===== src/rtl/mux_scan_ctrl_if.sv =====
// Scan controller bus: request handshake, mux select/sample path
// and snapshot/status back to the controller.
interface mux_scan_ctrl_if #(
    parameter int DWELL_W = 4
);
    logic               start;
    logic               stop;
    logic [3:0]         mask;
    logic [DWELL_W-1:0] dwell;
    logic               f;
    logic               sel0;
    logic               sel1;
    logic               sample_valid;
    logic [1:0]         sample_ch;
    logic [3:0]         snapshot;
    logic               busy;
    logic               done;

    modport master (
        output start, stop, mask, dwell, f,
        input  sel0, sel1, sample_valid, sample_ch,
        input  snapshot, busy, done
    );

    modport slave (
        input  start, stop, mask, dwell, f,
        output sel0, sel1, sample_valid, sample_ch,
        output snapshot, busy, done
    );
endinterface


===== src/rtl/mux_scan_ctrl.sv =====
// Masked round-robin scan of a 4:1 mux with per-channel dwell,
// sampling f into a 4-bit snapshot.
module mux_scan_ctrl #(
    parameter int DWELL_W = 4
) (
    input logic            clk,
    input logic            rst_n,
    mux_scan_ctrl_if.slave bus
);
    typedef enum logic [1:0] {
        IDLE,
        SCAN,
        DONE
    } state_t;

    state_t             state_q, state_d;
    logic [1:0]         sel_q, sel_d;
    logic [DWELL_W-1:0] cnt_q, cnt_d;
    logic [DWELL_W-1:0] dwell_q, dwell_d;
    logic [3:0]         mask_q, mask_d;
    logic [3:0]         snap_q, snap_d;
    logic [1:0]         first_ch;
    logic [1:0]         next_ch;
    logic               next_ok;
    logic               valid_c;
    logic [1:0]         ch_c;
    logic               done_c;

    // Descending loops leave the lowest qualifying index as the winner.
    always_comb begin
        first_ch = '0;
        for (int i = 3; i >= 0; i--) begin
            if (bus.mask[i]) first_ch = 2'(i);
        end
    end

    always_comb begin
        next_ch = '0;
        next_ok = 1'b0;
        for (int i = 3; i >= 0; i--) begin
            if (mask_q[i] && i > int'(sel_q)) begin
                next_ch = 2'(i);
                next_ok = 1'b1;
            end
        end
    end

    always_comb begin
        state_d = state_q;
        sel_d   = sel_q;
        cnt_d   = cnt_q;
        dwell_d = dwell_q;
        mask_d  = mask_q;
        snap_d  = snap_q;
        valid_c = 1'b0;
        ch_c    = '0;
        done_c  = 1'b0;
        unique case (state_q)
            IDLE: begin
                if (!bus.stop && bus.start) begin
                    mask_d  = bus.mask;
                    dwell_d = bus.dwell;
                    if (bus.mask != 4'd0) begin
                        state_d = SCAN;
                        sel_d   = first_ch;
                        cnt_d   = bus.dwell;
                    end else begin
                        state_d = DONE;
                    end
                end
            end
            SCAN: begin
                if (bus.stop) begin
                    state_d = IDLE;
                end else if (cnt_q != '0) begin
                    cnt_d = cnt_q - 1'b1;
                end else begin
                    valid_c        = 1'b1;
                    ch_c           = sel_q;
                    snap_d[sel_q]  = bus.f;
                    if (next_ok) begin
                        sel_d = next_ch;
                        cnt_d = dwell_q;
                    end else begin
                        state_d = DONE;
                    end
                end
            end
            DONE: begin
                state_d = IDLE;
                done_c  = !bus.stop;
            end
            default: state_d = IDLE;
        endcase
    end

    always_ff @(posedge clk or negedge rst_n) begin
        if (!rst_n) begin
            state_q <= IDLE;
            sel_q   <= '0;
            cnt_q   <= '0;
            dwell_q <= '0;
            mask_q  <= '0;
            snap_q  <= '0;
        end else begin
            state_q <= state_d;
            sel_q   <= sel_d;
            cnt_q   <= cnt_d;
            dwell_q <= dwell_d;
            mask_q  <= mask_d;
            snap_q  <= snap_d;
        end
    end

    assign bus.sel0         = sel_q[0];
    assign bus.sel1         = sel_q[1];
    assign bus.sample_valid = valid_c;
    assign bus.sample_ch    = ch_c;
    assign bus.snapshot     = snap_q;
    assign bus.busy         = (state_q != IDLE);
    assign bus.done         = done_c;
endmodule


===== src/flat_wrapper.sv =====
// flat-port wrapper written by rule: the top's interface ports become plain ports
module mux_scan_ctrl_flat 
#(
    parameter int DWELL_W = 4
)
  (clk, rst_n, bus_start, bus_stop, bus_mask, bus_dwell, bus_f, bus_sel0, bus_sel1, bus_sample_valid, bus_sample_ch, bus_snapshot, bus_busy, bus_done);
  mux_scan_ctrl_if #(.DWELL_W(DWELL_W)) bus_i ();
  input logic clk;
  input logic rst_n;
  input wire logic [$bits(bus_i.start)-1:0] bus_start;
  input wire logic [$bits(bus_i.stop)-1:0] bus_stop;
  input wire logic [$bits(bus_i.mask)-1:0] bus_mask;
  input wire logic [$bits(bus_i.dwell)-1:0] bus_dwell;
  input wire logic [$bits(bus_i.f)-1:0] bus_f;
  output wire logic [$bits(bus_i.sel0)-1:0] bus_sel0;
  output wire logic [$bits(bus_i.sel1)-1:0] bus_sel1;
  output wire logic [$bits(bus_i.sample_valid)-1:0] bus_sample_valid;
  output wire logic [$bits(bus_i.sample_ch)-1:0] bus_sample_ch;
  output wire logic [$bits(bus_i.snapshot)-1:0] bus_snapshot;
  output wire logic [$bits(bus_i.busy)-1:0] bus_busy;
  output wire logic [$bits(bus_i.done)-1:0] bus_done;
  assign bus_i.start = bus_start;
  assign bus_i.stop = bus_stop;
  assign bus_i.mask = bus_mask;
  assign bus_i.dwell = bus_dwell;
  assign bus_i.f = bus_f;
  assign bus_sel0 = bus_i.sel0;
  assign bus_sel1 = bus_i.sel1;
  assign bus_sample_valid = bus_i.sample_valid;
  assign bus_sample_ch = bus_i.sample_ch;
  assign bus_snapshot = bus_i.snapshot;
  assign bus_busy = bus_i.busy;
  assign bus_done = bus_i.done;
  mux_scan_ctrl #(.DWELL_W(DWELL_W)) u_core (.clk(clk), .rst_n(rst_n), .bus(bus_i));
endmodule

===== config.mk =====
export PLATFORM = sky130hd
export DESIGN_NAME = mux_scan_ctrl_flat
export DESIGN_NICKNAME = d
export VERILOG_FILES = /design/src/rtl/mux_scan_ctrl_if.sv /design/src/rtl/mux_scan_ctrl.sv /design/src/flat_wrapper.sv
export SDC_FILE = /design/constraint.sdc
export NUM_CORES = 1
export LEC_CHECK = 0
export CAP_MARGIN = 20
export CORE_MARGIN = 5
export CORE_UTILIZATION = 49
export DETAILED_ROUTE_END_ITERATION = 16
export PLACE_DENSITY = 0.77
export SETUP_SLACK_MARGIN = 0.3
export SYNTH_ARGS = -nofsm -noshare
export SYNTH_HDL_FRONTEND = slang
export SYNTH_SLANG_ARGS = --single-unit

===== constraint.sdc =====
create_clock -name clk -period 2.7 [get_ports clk]
set_input_delay 0.54 -clock clk [delete_from_list [all_inputs] [get_ports clk]]
set_output_delay 0.54 -clock clk [all_outputs]
set_load 0.01 [all_outputs]

* After elaboration in Yosys (flattened, before gate mapping) *
Cells that the tools add are included.

storage, ports and cells
  logic and storage cells = 78
  output and inout port bits = 11
  register bits = 20

operators by class
  $add $sub $neg = 1
  multiplexer cells = 38
  bitwise logic cells = 2
  equal/unequal tests = 10
  $lt $le $gt $ge = 5
  reductions and logical operators = 16

operators by type and width
  cell                                                               count
  two-way mux 2 bit                                                  20
  two-way mux 4 bit                                                  5
  two-way mux 1 bit                                                  8
  case mux 2 bit (2 select lines)                                    2
  case mux 4 bit (2 select lines)                                    1
  nonzero test 4 bit                                                 2
  != test 2 x 1 -> 1 bit, second input constant                      3
  != test 3 bit, second input constant                               2
  AND reduction 3 bit                                                2
  AND reduction 6 bit                                                1
  logical AND 1 bit                                                  5
  AND reduction 5 bit                                                1
  bitwise mux 4 bit                                                  1
  > comparator 2 bit, first input constant                           2
  != test 2 bit, second input constant                               2
  nonzero test 2 bit                                                 2
  subtractor 4 x 1 -> 4 bit, second input constant                   1
  less-than comparator 2 x 3 -> 1 bit, second input constant         1
  != test 3 x 1 -> 1 bit, second input constant                      1
  demux 1 bit (select 2 bit)                                         1
  == test 2 x 1 -> 1 bit, second input constant                      1
  == test 2 bit, second input constant                               1
  greater-or-equal comparator 2 x 1 -> 1 bit, second input constant  1
  > comparator 1 x 2 -> 1 bit, first input constant                  1
  4 further kinds                                                    5

* Longest topological paths before layout *
Gate-level depths: netlist (run 1).

  depth in word-level cells = 9
  mapped depth = 6

* Worst setup path before layout (run 1) *
No wires, ideal clock.

  path kind = reg-to-output
  from = register u_core.cnt_q[0]
  to = output port bus_sample_ch[0]
  buffers on the path = 0
  arrival = 1.620 ns
  cell stages (with the launch flop) = 6
  data required time = 2.160 ns
  slack = 0.540 ns
  cells stage by stage = dfrtp_1 inv_1 ha_1 or3b_1 nor3_4 and2_1

on the way
  word-level cells in the longest chain between the ends = 4

RTL lines
  item                    RTL line              source
  start, declared         mux_scan_ctrl.sv:18   logic [DWELL_W-1:0] cnt_q, cnt_d;
  start signal, assigned  mux_scan_ctrl.sv:108  cnt_q <= cnt_d;
  nonzero test 4 bit      mux_scan_ctrl.sv:75   end else if (cnt_q != '0) begin
  two-way mux 2 bit       mux_scan_ctrl.sv:75
  two-way mux 2 bit       mux_scan_ctrl.sv:73   if (bus.stop) begin
  two-way mux 2 bit       mux_scan_ctrl.sv:58   unique case (state_q)
  end, declared           flat_wrapper.sv:18    output wire logic [$bits(bus_i.sample_ch)-1:0] bus_sample_ch;

No other way between the ends.

* Final worst setup path (run 1) *
  from = register u_core.cnt_q[0]
  to = output port bus_sample_ch[1]

Same word-level chain as after synthesis.

==> flow_summary.toml, run 1 <==
[logic_synthesis]
yosys.area.top_type = "dfrtp_1"
synth_ff_type = "dfrtp_1"
syn_inst = 105
synth-edff-count = 0
synth_top_cell_area_share = 0.424
yosysSeqAreaShare = 0.424
synth_area_leaders = "dfrtp_1 (42%), mux2_2 (13%), nor2_1 (3.3%)"
ys_seq_elements = 19
syn_area_um2 = 1120
synthArstFlopShare = 1.00
ys_types = 36
avgSynthCellArea_um2 = 10.7
yosysWarnings = 0
syn_nets = 120

[sta]
maxSlewHeadroom = 0.660
maxSlewViolCount = 0
fin_crit_ns = 2.45
finClkSkew_ns = 0.00136
fin_crit_sh = 0.908
hold_ws_ns = 0.524
setup_violations = 0
hold_viol_final = 0
setup_ws_ns = 0.249
fmax_ghz = 0.408
worst_pin_slew_ns = 0.509
rsz0062_at_grt = "true"
final.setup.tns_ns = 0

[grt]
track_usage = 0.168
grt_overflow = 0
grt_pass1_vias = 957
grt_pass1_wl_mm = 4.35
grt_max_degree = 20
antenna_found_initial = 0

[cells_and_area]
fillCellCount = 175
antennaDiodeCount = 0
final_area_um2 = 1530
area_delta_synth_final_pct = 36.2
drive_gt1_frac = 0.322
final_nets = 162

[floorplan]
fp-row-count = 17
die_height_um = 57.8
die_x_um = 57.8
start_util = 0.512
fp.dieArea_um2 = 3340
io_pins = 24
core_region_area_um2 = 2190

[clock_tree]
cts.hold.buffers_added = 0
cts_max_level = 1
insertion_delay_ns = 0.30
cts_sinks = 19
cts_tree = "built"
clkTransAtPathRegs_ns = 0.11
cts_buffers = 3
root_buffer = "clkbuf_4"
cts.path.max_buffers = 2

[pwr]
power_switching_mw = 0.385
ir_drop_mv = 0.573
pwr-share-seq = 0.415
internal_power_mw = 0.693
swShare = 0.357
powerDensity_nw_per_um2 = 706
combinationalPowerShare = 0.450
clkPwrFrac = 0.135
power.leakage_nw = 0.671

[critical_path]
crit_path_end_kind = "output port"
required_ns = 2.16
cp_max_fo = 4
r2r_cells = 9
cp-start-kind = "flip-flop"
crit_arrival_ns = 1.91
critical_path_class = "flip-flop to output port"

[placed_design]
pre_cts_ws_ns = 0.0247
dp_hpwl_mm = 1.85
dpl-instance-area_um2 = 1420
place.gp.congestion = 0.906
port_buffers = 23

[routing]
drc = 0
drt_iter0_drc = 29
viasPerCell = 5.55
num_vias = 966
finalWirelength_mm = 2.64
wl_per_cell_um = 15.2
antenna_left = 0
drt_first_pass_iters = 4

[run_status]
status = "finished clean"

[min_path]
hold_path.class = "flip-flop to flip-flop"
holdPathStages = 1

[run]
drv_cap = 0
placed cells by master, fill, tap and decap left out, types with 2 or more instances in the layout:
master	instances
clkdlybuf4s50_1	19
dfrtp_1	19
buf_4	16
mux2_2	13
nor2_1	10
nand2_1	6
nor2b_1	4
o21ai_0	4
nand2b_1	3
and2_1	3
inv_1	3
clkbuf_4	3
inv_2	2
o21ba_2	2
o31ai_1	2
nor3b_1	2
o22ai_1	2
mux2_1	2
a21oi_1	2
mux2i_1	2
nand3b_1	2
dlygate4sd2_1	2
buf_2	2
layout make-up:
class | count | area (um2) | area share
flip-flops and latches | 19 | 475 | 0.311
well taps | 28 | 35.0 | 0.0230
inverters | 5 | 18.8 | 0.0123
clock buffers | 3 | 22.5 | 0.0148
repair buffers | 39 | 338 | 0.221
multi-input cells | 79 | 632 | 0.414
clock inverters | 1 | 5.00 | 0.00328
synthesized netlist by cell type, types with 3 or more instances:
cell,n
mux2_2,13
dfrtp_1,19
nor2_1,10
nand2b_1,3
and2_1,3
nand2_1,6
inv_1,5
o21ai_0,4
nor2b_1,4
power by group through the flow:
| stage | sequential (mW) | clock (mW) | combinational (mW) |
|---|---|---|---|
| after floorplan | 0.432 | 0 | 0.267 |
| after global placement | 0.448 | 0 | 0.400 |
| after detailed placement | 0.455 | 0 | 0.411 |
| after CTS | 0.445 | 0.151 | 0.464 |
| after global routing | 0.461 | 0.165 | 0.528 |
| final | 0.447 | 0.145 | 0.485 |
cell families (layout without fill, tap and decap cells):
logic type | Yosys count | after routing | share of synthesized area
buffers and inverters | 7 | 48 | 0.0257
AOI/OAI and AO/OA | 23 | 23 | 0.166
muxes | 17 | 17 | 0.169
and+or+nand+nor | 37 | 37 | 0.193
DFF | 19 | 19 | 0.424
adders and majority gates | 2 | 2 | 0.0223
what timing repair did:
item	in CTS	in global routing
pin swaps	1	0
setup endpoints to repair	4	3
cloned	0	0
gates resized for setup	15	0
buffers inserted	8	2
per-layer routing:
layer | GRT usage | up-vias | routed length [um]
met5 | 0 | - | 0
met3 | 0.0356 | 9 | 133
li1 | - | 469 | -
met1 | 0.218 | 459 | 1170
met2 | 0.263 | 29 | 1260
met4 | 0.0861 | 0 | 77
sequential cells by signal, indices dropped and copies added, names as in the netlist:
signal               cells
u_core.bus.snapshot      4
u_core.cnt_q             4
u_core.dwell_q           4
u_core.mask_q            3
u_core.sel_q             2
u_core.state_q           2
critical path, cell delays in order (launching register included):
cell	delay, ns
dfrtp_1	0.41
inv_2	0.09
ha_4	0.14
or3b_4	0.40
nor3_4	0.19
buf_4	0.15
and2_1	0.11
buf_2	0.12
worst paths after layout:
check	startpoint	to	slack, ns
min in group asynchronous	rst_n	u_core.dwell_q[1]	0.55
max reg2reg	u_core.cnt_q[0]	u_core.bus.snapshot[3]	0.68
max in group asynchronous	rst_n	u_core.mask_q[3]	1.94
min reg2reg	u_core.dwell_q[1]	u_core.dwell_q[1]	0.52
min	u_core.dwell_q[1]	u_core.dwell_q[1]	0.52
max	u_core.cnt_q[0]	bus_sample_ch[1]	0.25
through the flow:
stage,instances,utilization,power (mW)
final,174,0.697,1.08
after CTS,172,0.690,1.06
after global placement,160,0.649,0.847
after global routing,174,0.697,1.15
after floorplan,105,-,0.700
after detailed placement,160,0.649,0.866
Power figures use the tool's default switching activity.
==> run 2: changes to the inputs <==
SKIP_LAST_GASP = 1   (was unset)
==> results of run 2 <==
No change in the layout: final DEF, timing and power equal those of run 1.
==> run 3: changes to the inputs <==
CORE_ASPECT_RATIO = 2   (was unset)
CORE_UTILIZATION = 42   (was 49)
PLACE_DENSITY = 0.68   (was 0.77)
SKIP_LAST_GASP = unset   (was 1)
==> run 3 against run 2 <==
Hold slack worse by 0.013 ns. Sequential share of layout area stayed put. Power is 6.4% higher. First-iteration DRC count is 62% lower. Combinational power is 2% higher. Sequential power hardly changed. Critical endpoint is now bus_sample_valid. Largest cell class unchanged. Largest power group unchanged. Highest routed layer unchanged.
==> flow_summary.toml, run 3 (same netlist as run 1, synthesis figures left out) <==
[run]
drv_cap = 0

[floorplan]
die_x_um = 46.5
start_util = 0.436
die_height_um = 83.1
fp.dieArea_um2 = 3870
io_pins = 24
core_region_area_um2 = 2570
fp-row-count = 26

[pwr]
powerDensity_nw_per_um2 = 751
power.leakage_nw = 0.661
total_power_mw = 1.15
ir_drop_mv = 0.443

[clock_tree]
root_buffer = "clkbuf_8"
cts_sinks = 19
cts_max_level = 1
insertion_delay_ns = 0.26
cts.path.max_buffers = 2
cts.hold.buffers_added = 0
clkTransAtPathRegs_ns = 0.07
cts_buffers = 3
cts_tree = "built"

[routing]
finalWirelength_mm = 2.86
antenna_left = 0
num_vias = 992
viasPerCell = 5.80
drt_iter0_drc = 11
drc = 0
drt_first_pass_iters = 4
wl_per_cell_um = 16.7

[critical_path]
crit_path_end_kind = "output port"
cp-start-kind = "flip-flop"
cp_max_fo = 5
crit_start = "u_core.cnt_q[0]"
crit_chain = "inv_2 > ha_4 > or3b_4 > nor3_4 > dlygate4sd2_1"
critical_path_class = "flip-flop to output port"
crit_arrival_ns = 1.81
critPathTopFamily = "simple AND/OR/NAND/NOR gates"
r2r-start = "u_core.cnt_q[0]"
path_buf_inv = 2
cp_slowest_cell = "or3b_4"
required_ns = 2.16
slowest_delay_ns = 0.40

[placed_design]
port_buffers = 23
dpl-instance-area_um2 = 1410
place.gp.congestion = 0.785
dp_hpwl_mm = 2.11
pre_cts_ws_ns = 0.0545
post-place-cells = 159

[cells_and_area]
area_delta_synth_final_pct = 36.2
antennaDiodeCount = 0
final_cell_mix = "clkdlybuf4s50_1 (19), dfrtp_1 (19), mux2_2 (13), buf_4 (13), nor2_1 (9)"
final_nets = 159
fin_cells = 171
drive_gt1_frac = 0.315
fin_util = 0.594
final_area_um2 = 1530

[sta]
fin_crit_sh = 0.870
setup_violations = 0
fmax_ghz = 0.426
rsz0062_at_grt = "true"
final.setup.tns_ns = 0
worst_pin_slew_ns = 0.578
hold_ws_ns = 0.511
hold_viol_final = 0
maxSlewViolCount = 0
fin_crit_ns = 2.35
finClkSkew_ns = 0.00466
setup_ws_ns = 0.351
maxSlewHeadroom = 0.614

[grt]
grt_overflow = 0
grt_pass1_vias = 1082
grt_pass1_wl_mm = 4.77
track_usage = 0.163
antenna_found_initial = 0
grt_max_degree = 20

[run_status]
status = "finished clean"

[min_path]
hp-start = "u_core.bus.snapshot[3]"
hold_path.class = "flip-flop to flip-flop"
==> run 3: cell count changes in the layout (fill, tap and decap cells not counted) <==
cell	change
buf_4	-3
clkbuf_1	+1
clkinv_2	-1
nor2_2	+1
nor2_1	-1
and2_1	-1
and2_4	+1
clkbuf_4	-3
clkbuf_8	+3
==> run 3: report_power, final <==
group | leakage (nW) | switching (mW) | internal [mW]
Sequential | 0.237 | 0.0924 | 0.358
Clock | 0.0228 | 0.0981 | 0.105
Combinational | 0.401 | 0.203 | 0.289
==> run 3: path summary, 6_finish.rpt <==
kind | endpoint | slack [ns] | depth (start not counted)
setup / recovery | bus_sample_valid | 0.35 | 5
hold / removal | u_core.bus.snapshot[3] | 0.51 | 1
setup reg to reg | u_core.sel_q[0] | 0.66 | 6
hold reg to reg | u_core.bus.snapshot[3] | 0.51 | 1
max in group asynchronous | u_core.cnt_q[1] | 1.87 | 2
min in group asynchronous | u_core.dwell_q[2] | 0.61 | 2
==> run 3: final cells by class <==
type / count / area (um2)
Multi-Input combinational cell: 79 / 637
Inverter: 5 / 18.8
Clock buffer: 4 / 45.0
Fill cell: 217 / 1040
Sequential cell: 19 / 475
Timing Repair Buffer: 36 / 315
Tap cell: 28 / 35.0
==> run 3: timing repair <==
item / in CTS / in global routing
endpoints found under the setup margin: 4 / 2
setup buffers: 2 / 6
pin swaps: 1 / 1
gates resized for setup: 14 / 3
==> run 3: layer usage <==
layer	routed length (um)	GRT usage	up-vias
li1	-	-	462
met1	1060	0.182	484
met2	1560	0.271	34
met3	134	0.0303	12
met4	95	0.0855	0
met5	0	0	-
==> run 3: worst register-to-register path: stages, from the launching register on <==
cell,delay [ns]
dfrtp_1,0.39
inv_2,0.10
ha_4,0.15
nor3b_1,0.49
nor2_1,0.11
a311o_1,0.38
mux2_1,0.32
